`src/rtl/cpu_types_pkg.sv`:
```
// Shared CPU types.
//   word_t          : 32-bit data/address word
//   ramstate_t      : RAM status reported back to the memory controller
//   memctrl_state_t : memory controller arbitration states
package cpu_types_pkg;

  typedef logic [31:0] word_t;

  typedef enum logic [1:0] {
    FREE   = 2'd0,
    BUSY   = 2'd1,
    ACCESS = 2'd2,
    ERROR  = 2'd3
  } ramstate_t;

  typedef enum logic [1:0] {
    IDLE = 2'd0,
    DACC = 2'd1,
    IACC = 2'd2
  } memctrl_state_t;

  // An access finishes on ACCESS or ERROR; ERROR is otherwise treated as a
  // normal completion.
  function automatic logic ram_done(input ramstate_t s);
    return (s == ACCESS) || (s == ERROR);
  endfunction

endpackage

```
`src/rtl/mem_ctrl.sv`:
```
// Memory controller: arbitrates instruction and data cache requests onto a
// single-ported RAM. Data has priority; after STARVE_MAX consecutive data
// grants with an instruction request pending, the next grant goes to the
// instruction side.
//
// Ports:
//   CLK, nRST                  clock, synchronous active-low reset
//   iREN, iaddr                instruction read request
//   dREN, dWEN, daddr, dstore  data read/write request
//   iwait, dwait               0 = access completes this cycle
//   iload, dload               read data, valid only in the completion cycle
//   ramREN, ramWEN, ramaddr,
//   ramstore, ramload,
//   ramstate                   RAM side
//   mem_err                    sticky, set on any ERROR completion
//   icount, dcount, stallcnt   performance counters (only with
//                              MEM_CTRL_PERF_EN defined)
//
// Build option: define MEM_CTRL_PERF_EN to add the performance counters.
//
// state | meaning
// ------+-------------------------------------------------
// IDLE  | no owner, no strobes; picks the next grant
// DACC  | data side owns the RAM
// IACC  | instruction side owns the RAM
module mem_ctrl
  import cpu_types_pkg::*;
#(
  parameter int STARVE_MAX = 4
) (
  input  logic       CLK,
  input  logic       nRST,
  input  logic       iREN,
  input  word_t      iaddr,
  input  logic       dREN,
  input  logic       dWEN,
  input  word_t      daddr,
  input  word_t      dstore,
  output logic       iwait,
  output logic       dwait,
  output word_t      iload,
  output word_t      dload,
  output logic       ramREN,
  output logic       ramWEN,
  output word_t      ramaddr,
  output word_t      ramstore,
  input  word_t      ramload,
  input  logic [1:0] ramstate,
`ifdef MEM_CTRL_PERF_EN
  output word_t      icount,
  output word_t      dcount,
  output word_t      stallcnt,
`endif
  output logic       mem_err
);

  localparam logic [3:0] SMAX = 4'(STARVE_MAX);

  memctrl_state_t state, state_nx;
  logic [3:0]     starve, starve_nx;
  logic           err_nx;
  logic           dreq;
  logic           done;
  logic           i_done, d_done;
  ramstate_t      rs;

  assign rs   = ramstate_t'(ramstate);
  assign dreq = dREN | dWEN;
  assign done = ram_done(rs);

  always_ff @(posedge CLK) begin
    if (!nRST) begin
      state   <= IDLE;
      starve  <= '0;
      mem_err <= 1'b0;
    end else begin
      state   <= state_nx;
      starve  <= starve_nx;
      mem_err <= err_nx;
    end
  end

  always_comb begin
    state_nx  = state;
    starve_nx = starve;
    err_nx    = mem_err;
    iwait     = 1'b1;
    dwait     = 1'b1;
    iload     = '0;
    dload     = '0;
    ramREN    = 1'b0;
    ramWEN    = 1'b0;
    ramaddr   = '0;
    ramstore  = '0;
    i_done    = 1'b0;
    d_done    = 1'b0;

    case (state)
      IDLE: begin
        if (dreq && !(iREN && starve == SMAX)) state_nx = DACC;
        else if (iREN)                          state_nx = IACC;
      end

      DACC: begin
        if (!dreq) begin
          // Abort: strobes already drop with the request; starve untouched.
          state_nx = IDLE;
        end else begin
          ramREN   = dREN;
          ramWEN   = dWEN;
          ramaddr  = daddr;
          ramstore = dstore;
          if (done) begin
            dwait    = 1'b0;
            dload    = ramload;
            d_done   = 1'b1;
            state_nx = IDLE;
            if (!iREN)              starve_nx = '0;
            else if (starve < SMAX) starve_nx = starve + 4'd1;
            if (rs == ERROR) err_nx = 1'b1;
          end
        end
      end

      IACC: begin
        if (!iREN) begin
          state_nx = IDLE;
        end else begin
          ramREN  = 1'b1;
          ramaddr = iaddr;
          if (done) begin
            iwait     = 1'b0;
            iload     = ramload;
            i_done    = 1'b1;
            state_nx  = IDLE;
            starve_nx = '0;
            if (rs == ERROR) err_nx = 1'b1;
          end
        end
      end

      default: state_nx = IDLE;
    endcase
  end

`ifdef MEM_CTRL_PERF_EN
  always_ff @(posedge CLK) begin
    if (!nRST) begin
      icount   <= '0;
      dcount   <= '0;
      stallcnt <= '0;
    end else begin
      if (i_done) icount <= icount + 32'd1;
      if (d_done) dcount <= dcount + 32'd1;
      if ((iwait && iREN) || (dwait && dreq)) stallcnt <= stallcnt + 32'd1;
    end
  end
`else
  logic unused_done;
  assign unused_done = i_done ^ d_done;
`endif

endmodule

```
`config.mk`:
```
export PLATFORM = sky130hd
export DESIGN_NAME = mem_ctrl
export DESIGN_NICKNAME = d
export VERILOG_FILES = /design/src/rtl/cpu_types_pkg.sv /design/src/rtl/mem_ctrl.sv
export SDC_FILE = /design/constraint.sdc
export NUM_CORES = 1
export LEC_CHECK = 0
export CELL_PAD_IN_SITES_DETAIL_PLACEMENT = 1
export CELL_PAD_IN_SITES_GLOBAL_PLACEMENT = 2
export CORE_MARGIN = 2
export CORE_UTILIZATION = 10
export CTS_CLUSTER_SIZE = 16
export DETAILED_ROUTE_END_ITERATION = 10
export PLACE_DENSITY_LB_ADDON = 0.1
export SYNTH_ARGS = -nofsm -noshare
export SYNTH_HDL_FRONTEND = slang
export SYNTH_SLANG_ARGS = --single-unit
```
`constraint.sdc`:
```
create_clock -name CLK -period 2.1 [get_ports CLK]
set_input_delay 0.42 -clock CLK [delete_from_list [all_inputs] [get_ports CLK]]
set_output_delay 0.42 -clock CLK [all_outputs]
set_load 0.01 [all_outputs]
```
==> run metrics <==
Critical Path Start Type=flop; drt pass-1 iters=4; synth cell count leaders=and3_1, and2_1, nor2b_1; layout cells sized above 1=44.0%; routed len/inst=19.9 um; kind of critical path=flop to output pin; Max Used Layer=met4; vias in the first global route=3122; Die W=133 um; Setup WS post-layout=-40.5 ps; PwrDens=289 mW/mm2; sequential power share=10.0%; WL met3=798 um; final period utilization=102%; ys async rst share=0%; Mapped Nets=384; simple logic cell fraction of the synthesized area=54.3%; min-delay src=starve[3]; Pint=0.000976 W; Place WS=-581 ps; slowest cell on the critical path=dfxtp_2; Critical Path Fanout Max=8; CP endpoint kind=output pin; gpl congestion=0.786; Total Power=0.00146 W; Yosys top cell by area=and3_1; post-synthesis cell count=243; final core occ=30.6%; NumNets Final=678; MaxCap Viol Count=0; footprint of the multi-input gates=0.00161 mm2; Slew Viols, Final=0; Final setup viols=21; synthesized area per cell=6.88 um2; Crit path buffers/inverters=5; core area=0.0165 mm2; hold path depth=2; adder-cell share of the synthesized area=4.49%; CTS sink count=7; Worst-Skew Late Latency=230 ps; Met1 Wirelength=6.20 mm; Worst-path clk slew=40 ps; placed cell area=0.00470 mm2; top post-synthesis cells by area=and3_1, a22oi_1, and2_1; root buffer cell=clkbuf_16; Finished Cell Area=0.00505 mm2; maximum vdd ir drop=0.316 mV; drt initial violations=47; combinational share of power=67.3%; Min-Delay Path Class=flop to flop; number of synthesized flops with an enable pin=0; DRC=0; RSZ-0062 raised after global routing=yes; largest net degree at the start of global routing=39; vias per cell=4.00; Slew HR=78.5%; Synth Area in XOR/XNOR=0%; Synth top area share=23.9%; mux share of post-synthesis cell area=0.598%; register area=145 um2; Die Ht=133 um; Clk pwr share=22.8%; reg2reg end=starve[1]; antenna-violating nets left=0; failing checks=setup timing; GRT Overall Usage=15.2%; Worst R2R Setup Slack=430 ps; post-DP HPWL=10.1 mm; detailed-route wire length=15.0 mm; synth-to-layout area growth=202%; row cnt=47; Hold EP=starve[3]; final hold vios=0; TritonCTS buffer count=3; Leak=2.39 nW; sw frac=33.1%; CTS tree=done; Switch Pwr=0.000482 W; starting density of the core=10.2%; H-tree Lvls=1; CP top delay family=buffers and inverters; status=finished, violations left; max incr delay on CP=320 ps; GRT overflow=0; DR WL met2=7.87 mm; Max Clock Skew=3.92 ps; CP dominant cell by count=buf_6; first-pass GRT wire length=20.7 mm; routed via count=3024; Worst-Margin Slew=319 ps; crit path cell chain=buf_6, ha_4, and2_4, buf_6, buf_12, buf_6, a22oi_2, nor2b_1, buf_2; Syn. warnings=0; Compound-Gate Fraction of Synth Area=22.1%; I/O pin count=268; worst reg2reg startpoint=state[1]; CTS Buffer Depth=2; Syn Std Cell Area=0.00167 mm2; Yosys reg bits=7; fmax=467 MHz; setup TNS=-204 ps; Netlist cell types=32; largest family of logic cells by synthesized area=simple AND/OR/NAND/NOR gates; # port buffers=267; sequential fraction of the synthesis area=8.38%; initial antenna violation count=0; top-count cell post-synth=and3_1; Worst EP required=1680 ps; Register-to-Register Path Depth=7; min cycle time layout=2140 ps; main flop type after synthesis=dfxtp_1; die area=0.0178 mm2; Ant. Diodes=0; Hold-fix buffers, CTS=0; WP data arrival=1720 ps; number of fill cells=1972
==> cells by family (layout without fill, tap and decap cells) <==
group | after synthesis | in the layout
simple gates | 146 | 146
compound gates | 47 | 47
buf+inv | 36 | 329
flops | 7 | 7
fa+ha+maj | 6 | 6
mux | 1 | 1
==> metrics by stage <==
step | cells | hold slack [ps]
final | 756 | 444
after global routing | 756 | 470
after CTS | 754 | 445
after detailed placement | 719 | 440
after global placement | 719 | 431
after floorplan | 243 | 420
==> sequential cells by signal, indices dropped and copies added (netlist names) <==
name,count
starve,4
state,2
mem_err,1
==> cell usage in the layout (no fill, tap or decap), types with 2 or more instances in the layout <==
cell / synthesis / routed
o21a_1: 3 / 2
and2_1: 33 / 33
and3_1: 64 / 54
clkbuf_2: 2 / 33
clkdlybuf4s15_2: 0 / 2
clkdlybuf4s50_1: 0 / 132
nand4b_1: 2 / 2
dfxtp_1: 7 / 5
clkbuf_16: 0 / 9
nand2_1: 4 / 4
and2_4: 2 / 2
ha_4: 0 / 3
buf_2: 11 / 79
buf_8: 0 / 2
nor2b_1: 33 / 32
nor2_1: 3 / 3
and3_4: 0 / 10
o31ai_1: 2 / 2
a31oi_1: 2 / 2
buf_12: 0 / 11
dlygate4sd2_1: 0 / 4
ha_1: 6 / 3
clkdlybuf4s15_1: 0 / 5
buf_6: 2 / 21
inv_1: 7 / 5
a22oi_2: 0 / 29
buf_16: 0 / 4
buf_4: 1 / 18
a22oi_1: 32 / 3
==> worst min-delay path, cell delays in order (launching register included) <==
cell     delay [ps]
dfxtp_1         310
nand2_1          60
a21oi_1          30
==> worst max path at each step <==
stage / start / endpoint / cells after the start
after floorplan: state[0] / iload[22] / 7
after global placement: dREN / ramaddr[15] / 6
after detailed placement: dREN / ramaddr[5] / 6
after CTS: state[1] / ramaddr[30] / 10
after global routing: state[1] / ramaddr[29] / 9
final: state[1] / ramaddr[9] / 9
==> repair_timing <==
item	CTS	global route
resized for setup	468	111
endpoints found under the setup margin	131	127
gates cloned	8	6
pin swaps	18	11
setup buffers	24	4
==> power groups by stage <==
stage / Combinational, W / Clock (W) / Sequential, W
floorplan: 0.000275 / 0 / 0.000145
global placement: 0.000808 / 0 / 0.000145
CTS: 0.000952 / 0.000336 / 0.000145
detailed placement: 0.000815 / 0 / 0.000145
finish: 0.000981 / 0.000332 / 0.000145
global route: 0.00105 / 0.000346 / 0.000146
==> final cells by class <==
class	instances	area share (%)
clock buffer	4	1.56
multi-input combinational	200	32.0
timing repair buffer	318	57.6
tap	220	5.45
sequential	7	2.88
inverter	7	0.570
==> routing by layer <==
metal / up-vias / GRT usage, %
met4: 0 / 2.13
met3: 10 / 2.74
met2: 119 / 29.2
met5: - / 0
met1: 1444 / 17.8
li1: 1451 / -
No activity file was read; power rests on OpenSTA's default activity.
